File: config.mk
export PLATFORM = sky130hd
export DESIGN_NAME = serial_negator
export DESIGN_NICKNAME = d
export VERILOG_FILES = /design/src/rtl/serial_negator_pkg.sv /design/src/rtl/serial_neg_lane.sv /design/src/rtl/serial_negator.sv
export SDC_FILE = /design/constraint.sdc
export NUM_CORES = 1
export LEC_CHECK = 0
export BUFFER_PORTS_ARGS = -buffer_cell sky130_fd_sc_hd__buf_2
export CAP_MARGIN = 25
export CORE_UTILIZATION = 50
export CTS_CLUSTER_DIAMETER = 200
export CTS_CLUSTER_SIZE = 10
export DETAILED_ROUTE_END_ITERATION = 12
export PLACE_DENSITY = 0.7
export SLEW_MARGIN = 5
export SYNTH_ARGS = -nofsm -noshare
export SYNTH_HDL_FRONTEND = slang
export SYNTH_SLANG_ARGS = --single-unit
export TNS_END_PERCENT = 30
File: constraint.sdc
create_clock -name t_clk -period 1.6 [get_ports t_clk]
set_clock_uncertainty 0.05 [all_clocks]
set_input_delay 0.16 -clock t_clk [delete_from_list [all_inputs] [get_ports t_clk]]
set_output_delay 0.16 -clock t_clk [all_outputs]
set_load 0.05 [all_outputs]
File: src/rtl/serial_negator_pkg.sv
// Shared mode encodings and helpers for the serial negator.
// Imported by serial_negator and serial_neg_lane.
package serial_negator_pkg;

  typedef enum logic [1:0] {
    MODE_PASS  = 2'd0,
    MODE_NEG   = 2'd1,
    MODE_ABS   = 2'd2,
    MODE_PASS3 = 2'd3
  } mode_e;

  // A word is negated for NEG always, for ABS only when negative.
  function automatic logic neg_needed(
    input mode_e m,
    input logic  msb
  );
    unique case (1'b1)
      (m == MODE_NEG): neg_needed = 1'b1;
      (m == MODE_ABS): neg_needed = msb;
      default:         neg_needed = 1'b0;
    endcase
  endfunction

endpackage

File: src/rtl/serial_neg_lane.sv
// One lane: capture shift register, output shift register and the
// serial two's-complement decode. Ports: capture strobes, load/shift
// sequencing from the top, latched mode; out_bit/out_ovf per lane.
module serial_neg_lane
  import serial_negator_pkg::*;
#(
  parameter int WIDTH = 8
) (
  input  logic  t_clk,
  input  logic  r_n,
  input  logic  in_valid,
  input  logic  in_sof,
  input  logic  in_bit,
  input  logic  load,
  input  logic  active,
  input  mode_e mode_l,
  output logic  out_bit,
  output logic  out_ovf
);

  localparam logic [WIDTH-1:0] MIN_VAL =
    {1'b1, {(WIDTH-1){1'b0}}};

  logic [WIDTH-1:0] cap;
  logic [WIDTH-1:0] sr;
  logic [WIDTH-1:0] word;
  logic             neg;
  logic             ovf;
  logic             seen_one;
  logic             neg_w;

  // The bit arriving now is the MSB when a load happens.
  assign word  = {in_bit, cap[WIDTH-1:1]};
  assign neg_w = neg_needed(mode_l, in_bit);

  always_ff @(posedge t_clk or negedge r_n) begin
    if (!r_n) begin
      cap <= '0;
    end else if (in_valid) begin
      // Resync drops whatever partial word was held.
      cap <= in_sof ? {in_bit, {(WIDTH-1){1'b0}}}
                    : word;
    end
  end

  always_ff @(posedge t_clk or negedge r_n) begin
    if (!r_n) begin
      sr       <= '0;
      neg      <= 1'b0;
      ovf      <= 1'b0;
      seen_one <= 1'b0;
    end else if (load) begin
      // Load beats the final shift of the previous word.
      sr       <= word;
      neg      <= neg_w;
      ovf      <= neg_w & (word == MIN_VAL);
      seen_one <= 1'b0;
    end else if (active) begin
      sr       <= sr >> 1;
      seen_one <= seen_one | sr[0];
    end
  end

  // Invert every bit after the first 1 when negating.
  assign out_bit = active & ((neg & seen_one) ? ~sr[0] : sr[0]);
  assign out_ovf = active & ovf;

endmodule

File: src/rtl/serial_negator.sv
// Multi-lane bit-serial pass/negate/abs with internal word framing.
// Ports: t_clk, r_n, in_valid/in_sof/in_bit/mode in; out_* out.
module serial_negator
  import serial_negator_pkg::*;
#(
  parameter int WIDTH = 8,
  parameter int CH    = 2
) (
  input  logic          t_clk,
  input  logic          r_n,
  input  logic          in_valid,
  input  logic          in_sof,
  input  logic [CH-1:0] in_bit,
  input  logic [1:0]    mode,
  output logic          out_valid,
  output logic          out_sof,
  output logic [CH-1:0] out_bit,
  output logic [CH-1:0] out_ovf
);

  localparam int CW = (WIDTH > 2) ? $clog2(WIDTH) : 1;
  localparam logic [CW-1:0] LAST = CW'(WIDTH - 1);

  logic [CW-1:0] cnt;
  logic [CW-1:0] pos;
  logic [CW-1:0] ocnt;
  logic          load;
  mode_e         mode_l;

  // in_sof relabels the current bit as position 0.
  assign pos  = in_sof ? '0 : cnt;
  assign load = in_valid & (pos == LAST);

  always_ff @(posedge t_clk or negedge r_n) begin
    if (!r_n) begin
      cnt    <= '0;
      mode_l <= MODE_PASS;
    end else if (in_valid) begin
      cnt <= (pos == LAST) ? '0 : pos + CW'(1);
      if (pos == '0) begin
        mode_l <= mode_e'(mode);
      end
    end
  end

  always_ff @(posedge t_clk or negedge r_n) begin
    if (!r_n) begin
      out_valid <= 1'b0;
      ocnt      <= '0;
    end else if (load) begin
      out_valid <= 1'b1;
      ocnt      <= '0;
    end else if (out_valid) begin
      out_valid <= (ocnt != LAST);
      ocnt      <= (ocnt == LAST) ? '0 : ocnt + CW'(1);
    end
  end

  assign out_sof = out_valid & (ocnt == '0);

  for (genvar i = 0; i < CH; i++) begin : g_lane
    serial_neg_lane #(
      .WIDTH(WIDTH)
    ) u_lane (
      .t_clk   (t_clk),
      .r_n     (r_n),
      .in_valid(in_valid),
      .in_sof  (in_sof),
      .in_bit  (in_bit[i]),
      .load    (load),
      .active  (out_valid),
      .mode_l  (mode_l),
      .out_bit (out_bit[i]),
      .out_ovf (out_ovf[i])
    );
  end

endmodule

==> impl_metrics.py <==
metrics = {
    "timing": {
        "max_clock_freq_mhz": 675,
        "finalMaxSlewViolations": 0,
        "finalSetupViolCount": 0,
        "maxSlewHeadroom": 0.621,
        "hold_ws_ns": 0.0444,
        "fin_crit_sh": 0.926,
        "setup_ws_ns": 0.119,
        "worstMarginPinSlew_ns": 0.569,
        "hold_violations": 0,
        "grt_setup_unrepaired": "false",
        "period_minus_slack_ns": 1.48,
    },
    "clock_tree": {
        "clkTransAtPathRegs_ns": 0.08,
        "clockBufferDepth": 2,
        "cts_tree": "yes",
        "clock_latency_ns": 0.30,
        "cts_num_sinks": 45,
        "root_buffer": "clkbuf_8",
        "htreeDepth": 2,
        "cts_buffers": 5,
    },
    "pwr": {
        "switching_power_uw": 984,
        "pwr-share-comb": 0.265,
        "power_density_nw_per_um2": 1270,
        "seqPwrFrac": 0.514,
        "ir_worst_vdd_v": 0.000487,
        "clkPwrFrac": 0.221,
        "p_int_mw": 2.04,
        "p_leak_nw": 1.06,
        "p_sw_frac": 0.325,
        "p_total_mw": 3.03,
    },
    "synthesis": {
        "ys_seq_elements": 45,
        "synth.most_common_cell": "dfrtp_1",
        "ys_seq_area_frac": 0.513,
        "synthCells": 211,
        "syn_nets": 227,
        "syn_area_um2": 2190,
        "ys_warn_count": 0,
        "yosysTopAreaCell": "dfrtp_1",
        "synthFlopType": "dfrtp_1",
        "synth.area.top_cells": "dfrtp_1, mux2i_1, nand2_1",
        "async_flop_share": 1.00,
        "yosysUniqueCellTypes": 25,
        "synthTopCellsByCount": "dfrtp_1, nand2_1, o21ai_0, inv_1, mux2i_1",
        "synth_edf_count": 0,
        "synth.avg_cell_area_um2": 10.4,
        "yosysTopAreaCellShare": 0.513,
    },
    "worst_setup_path": {
        "arrival_ns": 1.62,
        "start_kind": "flop",
        "critPathCaptureType": "flop",
        "path_class": "reg -> reg",
        "crit_required_ns": 1.74,
        "cp_max_fo": 11,
    },
    "place": {
        "dpl.cell_count": 265,
        "dp_slack_ns": -0.0464,
        "portBuffers": 13,
        "place_hpwl_um": 2540,
        "gp_congestion": 0.742,
    },
    "floorplan": {
        "die_w_um": 68.2,
        "die_y_um": 68.2,
        "ioPinCount": 14,
        "die_area_um2": 4660,
        "start_util": 0.533,
        "coreArea_um2": 4120,
        "rows": 23,
    },
    "grt": {
        "grt_pass1_vias": 1284,
        "overflow": 0,
        "antenna_found_initial": 0,
        "grt_usage": 0.186,
        "grt_pass1_wl_um": 6150,
        "grt_max_degree": 46,
    },
    "detailed_routing": {
        "wl_um": 3810,
        "wl_per_cell_um": 13.9,
        "via_per_inst": 5.18,
        "drc": 0,
        "first_iter_violations": 91,
        "vias": 1419,
        "ant_nets": 0,
        "dr.pass1.iters": 5,
    },
    "final_layout": {
        "instances_no_fill": 274,
        "n_fill_cell": 361,
        "syn2layout_area_growth_pct": 8.50,
        "ff_latch_area_um2": 1130,
        "nets": 239,
        "drive_above_1_share": 0.196,
        "multiInputGateArea_um2": 921,
        "n_antenna_cell": 0,
        "final_util": 0.578,
    },
    "job": {
        "maxCapViolCount": 0,
    },
    "hold_path": {
        "hp-class": "in -> reg",
    },
    "run_status": {
        "status": "finished, final reports clean",
    },
}
==> worst paths after layout <==
kind,cells after the start,end,start,slack (ns)
max reg2reg,6,g_lane[0].u_lane.ovf,cnt[0],0.12
min,2,mode_l[0],mode[0],0.04
min reg2reg,2,g_lane[1].u_lane.ovf,g_lane[1].u_lane.ovf,0.43
min in group asynchronous,3,g_lane[0].u_lane.cap[4],r_n,0.41
max in group asynchronous,3,out_valid,r_n,0.66
max,6,g_lane[0].u_lane.ovf,cnt[0],0.12
==> cells in the final DEF, fill, tap and decap left out, types with 2 or more instances in the layout <==
cell type  count
nand2b_1       3
ha_1           6
inv_1         18
dfrtp_1       44
o41ai_2        2
buf_4          5
nand3b_1       7
nor4_2         2
xnor2_1        2
o21ai_0       25
nand4_1        2
and2_1         4
buf_2         12
a21oi_1        5
clkbuf_8       5
o31ai_1        2
clkinv_2       2
nor2_1         9
mux2_2         7
mux2i_1       16
and2_4         2
nand2_1       32
==> metal layers <==
metal,vias to the layer above,track usage,routed length [µm]
met1,679,0.259,1940
met5,-,0,0
li1,716,-,-
met2,18,0.271,1710
met3,6,0.0600,112
met4,0,0.0625,48
==> registers in the layout (all words and copies together) (netlist names) <==
signal and flops:
g_lane.u_lane.sr 16, g_lane.u_lane.ovf 2, out_valid 1, g_lane.u_lane.neg 2
g_lane.u_lane.seen_one 2, cnt 3, mode_l 2, g_lane.u_lane.cap 14
ocnt 3
==> logic make-up after synthesis <==
logic type      Yosys count  synth area share
mux                      23             0.109
buf+inv                  33            0.0838
xor+xnor                  2           0.00799
simple gates             65             0.148
flops                    45             0.513
fa+ha+maj                 8            0.0456
compound gates           35            0.0924
==> critical path, stage by stage (launching register included) <==
cell and delay (ns):
dfrtp_1 0.35, nand2b_1 0.08, inv_1 0.09, ha_2 0.20, ha_4 0.16, nand2_4 0.10, o41ai_2 0.34
==> repair_timing <==
item / CTS / global route
endpoints found under the setup margin: 6 / 20
cloned: 0 / 1
resized for setup: 2 / 9
hold buffers: 1 / 0
setup buffers: 0 / 0
endpoints found under the hold margin: 45 / 0
pin swaps: 0 / 0
==> final cells by class <==
| cell class | count | share of cell area |
|---|---|---|
| clock buffer | 6 | 0.0305 |
| sequential | 45 | 0.474 |
| tap | 50 | 0.0263 |
| multi-input combinational | 134 | 0.387 |
| clock inverter | 2 | 0.00421 |
| timing repair buffer | 19 | 0.0499 |
| inverter | 18 | 0.0284 |
==> power groups by stage <==
stage | sequential [mW] | clock [mW] | combinational [mW]
after CTS | 1.56 | 0.702 | 0.804
final | 1.56 | 0.669 | 0.801
after global placement | 1.57 | 0 | 0.765
after floorplan | 1.54 | 0 | 0.654
after detailed placement | 1.58 | 0 | 0.801
after global routing | 1.60 | 0.744 | 0.911
==> per-stage QoR <==
stage          instance area, µm²  setup TNS [ns]
6_report                     2380               0
2_1_floorplan                2200               0
3_5_place_dp                 2260         -0.0464
5_1_grt                      2380               0
3_3_place_gp                 2260               0
4_1_cts                      2360               0
Note: power is estimated with default switching activity, not from simulation.
